$ cat config.mk
export PLATFORM = sky130hd
export DESIGN_NAME = run_cmd_issuer
export DESIGN_NICKNAME = d
export VERILOG_FILES = /design/src/rtl/run_cmd_issuer.sv
export SDC_FILE = /design/constraint.sdc
export NUM_CORES = 1
export LEC_CHECK = 0
export ABC_CLOCK_PERIOD_IN_PS = 4780
export CAP_MARGIN = 30
export CORE_UTILIZATION = 55
export CTS_BUF_LIST = sky130_fd_sc_hd__clkbuf_8
export DETAILED_ROUTE_END_ITERATION = 8
export PLACE_DENSITY = 0.77
export SLEW_MARGIN = 20
export SYNTH_ARGS = -nofsm -noshare
export SYNTH_HDL_FRONTEND = slang
export SYNTH_SLANG_ARGS = --single-unit
$ cat constraint.sdc
create_clock -name clk -period 4.78 [get_ports clk]
set_input_delay 0.956 -clock clk [delete_from_list [all_inputs] [get_ports clk]]
set_output_delay 0.956 -clock clk [all_outputs]
set_load 0.05 [all_outputs]
$ cat src/rtl/run_cmd_issuer.sv
// run_cmd_issuer: initiator side of the go/stop/running control interface.
// Turns START/PAUSE/RESUME/ABORT commands into go/stop pulses toward a
// run-engine, confirms each step on running (with timeout), and keeps a
// shadow copy of the engine state so divergence can be flagged as a fault.
//
// state    | meaning
// ---------+-----------------------------------------------------------
// S_IDLE   | ready for a command; watches running against the shadow
// S_PULSE  | go or stop pulse is on the wire this cycle
// S_WAIT   | waiting for running to reach the expected level (timeout)
// S_SETTLE | blind wait after a stop whose effect running cannot show
// S_RESP   | done/err presented for one cycle, then back to S_IDLE
module run_cmd_issuer #(
  parameter int TIMEOUT_CYCLES = 16,
  parameter int SETTLE_CYCLES  = 2
) (
  input  logic       clk,
  input  logic       rst_n,
  input  logic       cmd_valid,
  output logic       cmd_ready,
  input  logic [1:0] cmd_op,
  output logic       go,
  output logic       stop,
  input  logic       running,
  output logic       done,
  output logic       err,
  output logic       fault,
  output logic [1:0] shadow_state
);

  localparam int CMAX = (TIMEOUT_CYCLES > SETTLE_CYCLES) ? TIMEOUT_CYCLES : SETTLE_CYCLES;
  localparam int CW   = $clog2(CMAX + 1);

  localparam logic [CW-1:0] CNT_SAT    = CW'(CMAX);
  localparam logic [CW-1:0] CNT_TO     = CW'(TIMEOUT_CYCLES - 1);
  localparam logic [CW-1:0] CNT_SETTLE = CW'(SETTLE_CYCLES - 1);

  localparam logic [1:0] OP_START  = 2'b00;
  localparam logic [1:0] OP_PAUSE  = 2'b01;
  localparam logic [1:0] OP_RESUME = 2'b10;
  localparam logic [1:0] OP_ABORT  = 2'b11;

  localparam logic [1:0] SH_IDLE  = 2'b00;
  localparam logic [1:0] SH_RUN   = 2'b01;
  localparam logic [1:0] SH_PAUSE = 2'b10;

  typedef enum logic [2:0] {
    S_IDLE   = 3'd0,
    S_PULSE  = 3'd1,
    S_WAIT   = 3'd2,
    S_SETTLE = 3'd3,
    S_RESP   = 3'd4
  } state_t;

  state_t          state;
  logic [CW-1:0]   cnt;
  logic            wait_level;  // running level that confirms the current step
  logic            use_wait;    // first pulse is confirmed by running, else settled blind
  logic            two_pulse;   // sequence needs a second stop pulse
  logic            second;      // currently in the second-pulse leg
  logic            clr_fault;   // this command is a blind recovery
  logic [1:0]      fin_shadow;  // shadow value to commit on success
  logic            mm_prev;     // running disagreed with shadow last idle cycle
  logic            phase_done;
  logic            shadow_run;

  assign shadow_run = (shadow_state == SH_RUN);

  // A step is finished when running confirms it, or the blind settle time expired.
  assign phase_done = ((state == S_WAIT) && (running == wait_level)) ||
                      ((state == S_SETTLE) && (cnt >= CNT_SETTLE));

  // Command sequencer with registered handshake, pulse and status outputs.
  always_ff @(posedge clk or negedge rst_n) begin
    if (!rst_n) begin
      state        <= S_IDLE;
      cnt          <= '0;
      cmd_ready    <= 1'b0;
      go           <= 1'b0;
      stop         <= 1'b0;
      done         <= 1'b0;
      err          <= 1'b0;
      fault        <= 1'b0;
      shadow_state <= SH_IDLE;
      wait_level   <= 1'b0;
      use_wait     <= 1'b0;
      two_pulse    <= 1'b0;
      second       <= 1'b0;
      clr_fault    <= 1'b0;
      fin_shadow   <= SH_IDLE;
      mm_prev      <= 1'b0;
    end else begin
      go   <= 1'b0;
      stop <= 1'b0;
      done <= 1'b0;
      err  <= 1'b0;
      case (state)
        S_IDLE: begin
          cmd_ready <= 1'b1;
          cnt       <= '0;
          second    <= 1'b0;
          // Two consecutive disagreeing cycles are needed so a single-cycle
          // glitch on running does not latch a fault.
          if (running != shadow_run) begin
            if (mm_prev) fault <= 1'b1;
            mm_prev <= 1'b1;
          end else begin
            mm_prev <= 1'b0;
          end
          if (cmd_valid && cmd_ready) begin
            cmd_ready  <= 1'b0;
            mm_prev    <= 1'b0;
            clr_fault  <= 1'b0;
            two_pulse  <= 1'b0;
            use_wait   <= 1'b1;
            if (cmd_op == OP_ABORT) begin
              fin_shadow <= SH_IDLE;
              wait_level <= 1'b0;
              if (fault) begin
                // Engine state is untrusted: two blind stops reach IDLE from anywhere.
                stop      <= 1'b1;
                use_wait  <= 1'b0;
                two_pulse <= 1'b1;
                clr_fault <= 1'b1;
                state     <= S_PULSE;
              end else if (shadow_state == SH_RUN) begin
                stop      <= 1'b1;
                two_pulse <= 1'b1;
                state     <= S_PULSE;
              end else if (shadow_state == SH_PAUSE) begin
                stop     <= 1'b1;
                use_wait <= 1'b0;
                state    <= S_PULSE;
              end else begin
                done         <= 1'b1;
                shadow_state <= SH_IDLE;
                state        <= S_RESP;
              end
            end else if (!fault && (((cmd_op == OP_START) && (shadow_state == SH_IDLE)) ||
                                    ((cmd_op == OP_RESUME) && (shadow_state == SH_PAUSE)))) begin
              go         <= 1'b1;
              wait_level <= 1'b1;
              fin_shadow <= SH_RUN;
              state      <= S_PULSE;
            end else if (!fault && (cmd_op == OP_PAUSE) && (shadow_state == SH_RUN)) begin
              stop       <= 1'b1;
              wait_level <= 1'b0;
              fin_shadow <= SH_PAUSE;
              state      <= S_PULSE;
            end else begin
              done  <= 1'b1;
              err   <= 1'b1;
              state <= S_RESP;
            end
          end
        end
        S_PULSE: begin
          cnt   <= '0;
          state <= (use_wait && !second) ? S_WAIT : S_SETTLE;
        end
        S_WAIT, S_SETTLE: begin
          if (phase_done) begin
            if (two_pulse && !second) begin
              stop   <= 1'b1;
              second <= 1'b1;
              state  <= S_PULSE;
            end else begin
              done         <= 1'b1;
              shadow_state <= fin_shadow;
              if (clr_fault) fault <= 1'b0;
              state        <= S_RESP;
            end
          end else if ((state == S_WAIT) && (cnt >= CNT_TO)) begin
            done  <= 1'b1;
            err   <= 1'b1;
            fault <= 1'b1;
            state <= S_RESP;
          end else if (cnt != CNT_SAT) begin
            cnt <= cnt + 1'b1;
          end
        end
        S_RESP: begin
          cmd_ready <= 1'b1;
          state     <= S_IDLE;
        end
        default: begin
          cmd_ready <= 1'b0;
          state     <= S_IDLE;
        end
      endcase
    end
  end

endmodule

==> results.md <==
- Setup Buffers After CTS: 0
- CP arrival: 1.81 ns
- ANT cells: 0
- Maximum vdd drop: 0.3854 mV
- Routed vias: 1,057
- Layout area overhead: 12.68%
- Adder-cell share of the synthesized area: 6.206%
- Final wirelength: 2760 µm
- Placed cell count: 177
- RSZ-0062 raised after global routing: false
- Skew final: 0.009696 ns
- CP delay by family, top: buffers and inverters
- Yosys warning total: 0
- CP bufs+invs: 1
- ANT nets after route: 0
- Final min period: 2.763 ns
- CTS resizes: 0
- Static leakage: 0.0007070 µW
- Total power: 867.5 µW
- Global route total overflow: 0
- Pwr/cell area: 545.5 nW/µm²
- Fin area: 1590 µm²
- Drt pass-1 iters: 4
- Compound-cell area share of the yosys netlist: 21.19%
- Clock latency on the worst-skew pair: 0.26 ns
- Post-synth EDFFs: 0
- Max H-tree Level: 1
- Placement Cell Area: 1544 µm²
- DRC viols: 0
- Most frequent cells after synthesis: 23 x dfrtp_1, 14 x nand2_1, 12 x nor2_1
- Post-Synth XOR/XNOR Area: 1.241%
- CP Capture Type: output pin
- Pins Over Slew Limit: 0
- Post-Route Setup TNS: 0 ns
- Core Rows: 17
- Cts hold-fix bufs: 0
- Vias in the first global route: 987
- Cell area after synthesis: 1411 µm²
- Outcome: completed
- Worst-Margin Slew: 0.7137 ns
- Fin crit share: 57.80%
- Routed len/inst: 15.25 µm
- DR vias/cell: 5.840
- I/O Pins: 14
- CP startpoint: fault$_DFFE_PN0P_
- Die Ht: 52.66 µm
- Die ar.: 2773 µm²
- Root Driver: clkbuf_8
- Seq/Total Area, Yosys: 40.78%
- Initial Util: 60.87%
- Post-synthesis mux area share: 0.7979%
- GRT Util Overall: 22.66%
- WP data required: 3.82 ns
- GP Congestion: 0.8840
- Yosys cell types: 44
- Share of layout cells above drive strength 1: 12.42%
- Crit Path Category: register to output pin
- IO Port Bufs: 13
- Post-Synth Simple-Gate Area: 24.56%
- Final hold vios: 0
- Worst Hold Class: register to register
- Net Count, Synth: 153
- Crit-path cells: clkdlybuf4s50_1
- Area share of the largest cell type after synthesis: 40.78%
- Area leader, netlist: dfrtp_1
- Max frequency: 361.9 MHz
- First-pass GRT wire length: 4540 µm
- Min-delay src: two_pulse$_DFFE_PN0P_
- TritonCTS clock tree: done
- Most common cell in the netlist: dfrtp_1
- Post-synth ARST share: 100.0%
- Crit-path max FO: 11
- CP startpoint kind: register
- Initial DRC count: 29
- Layout Nets: 167
- Worst R2R Start: state[0]$_DFFE_PN0P_
- Max_cap viols: 0
- Critical path's slowest cell: clkdlybuf4s50_1
- Largest family of logic cells by synthesized area: simple AND/OR/NAND/NOR gates
- Synth Flop Type: dfrtp_1
- Core Region: 2318 µm²
- Total of flip-flops plus latches after synthesis: 23
- Largest cells by area after synthesis: dfrtp_1 41%, ha_1 6.2%, nand2_1 3.7%
- Die W: 52.66 µm
- CTS Buf Count: 3
- Largest net degree at the start of global routing: 18
- Clock sinks: 23
- Relative slew margins: 52.42%
- CTS clk-pin slew, worst paths: 0.08 ns
- Maximum clock insertion buffer count: 2
- Final setup fails: 0
- Max incr delay on CP: 0.90 ns
- Final non-filler cell total: 181
- Fillers: 182
- Cells after Synth: 140
- Avg Cell Area, Syn: 10.08 µm²
- Initial antenna violation count: 0
- Post-DP HPWL: 2100 µm
[per-stage QoR]
stage	setup WS (ns)	util (%)	hold slack (ns)
final	2.017	68.59	0.5161
after global routing	1.950	68.59	0.5370
after CTS	2.003	68.59	0.5176
after detailed placement	2.149	66.59	0.4938
after global placement	2.177	66.11	0.4685
after floorplan	2.831	-	0.4487
[final timing paths]
path / endpoint / slack (ns) / cells after the start
max reg2reg: shadow_state[1]$_DFFE_PN0P_ / 2.66 / 5
min in group asynchronous: state[1]$_DFFE_PN0P_ / 0.94 / 1
min reg2reg: two_pulse$_DFFE_PN0P_ / 0.52 / 2
min: two_pulse$_DFFE_PN0P_ / 0.52 / 2
max in group asynchronous: cnt[4]$_DFFE_PN0P_ / 3.39 / 2
max: fault / 2.02 / 1
[flip-flops by register name, summed over array words and instances, names as in the netlist, 2 cells and up]
name and count:
cnt 5, fin_shadow 2, shadow_state 2, state 3
[routing by layer]
| layer | routed length [µm] | up-vias | track usage [%] | part of all wire, % |
|---|---|---|---|---|
| li1 | - | 525 | - | - |
| met1 | 1387 | 506 | 32.37 | 50 |
| met2 | 1242 | 22 | 33.76 | 45 |
| met3 | 97 | 4 | 4.348 | 3.5 |
| met4 | 32 | 0 | 7.895 | 1.2 |
| met5 | 0 | - | 0 | 0 |
[layout make-up]
class | instances | area [µm²] | share of cell area (%)
inverters | 8 | 30.03 | 1.888
clock buffers | 3 | 41.29 | 2.596
well taps | 28 | 35.03 | 2.203
repair buffers | 14 | 141.4 | 8.891
multi-input cells | 104 | 762.0 | 47.91
flip-flops and latches | 23 | 575.6 | 36.19
clock inverters | 1 | 5.005 | 0.3147
[cell families (layout without fill, tap and decap cells)]
kind of cell,after synthesis,count (layout)
adder cells (fa/ha/maj),7,7
AO/OA/AOI/OAI,38,38
AND/OR/NAND/NOR,56,56
flip-flops,23,23
buffers and inverters,13,26
multiplexers,1,1
XOR/XNOR,2,2
[cells in the final DEF (no fill, tap or decap), types with 4 or more instances in the layout]
cell type        netlist  layout
o21ai_0                5       5
nand2_1               14      14
a22o_1                 4       4
clkdlybuf4s50_1        0      13
dfrtp_1               23      23
nand2b_1               4       4
nor2_1                12      12
a21oi_1                7       7
inv_1                  8       8
o21ai_1                4       4
ha_1                   7       7
[worst reg2reg max path, cell delays in order, from the launching register on]
cell,delay (ns)
dfrtp_1,0.52
or3_4,0.46
or2_1,0.48
nor2_8,0.19
a41oi_2,0.15
a22o_1,0.21
[power breakdown]
group | internal [µW] | switching [µW]
registers | 248 | 75.1
clock network | 58.0 | 57.5
logic | 167 | 262
total | 473 | 395
Note: power is estimated with default switching activity, not from simulation.
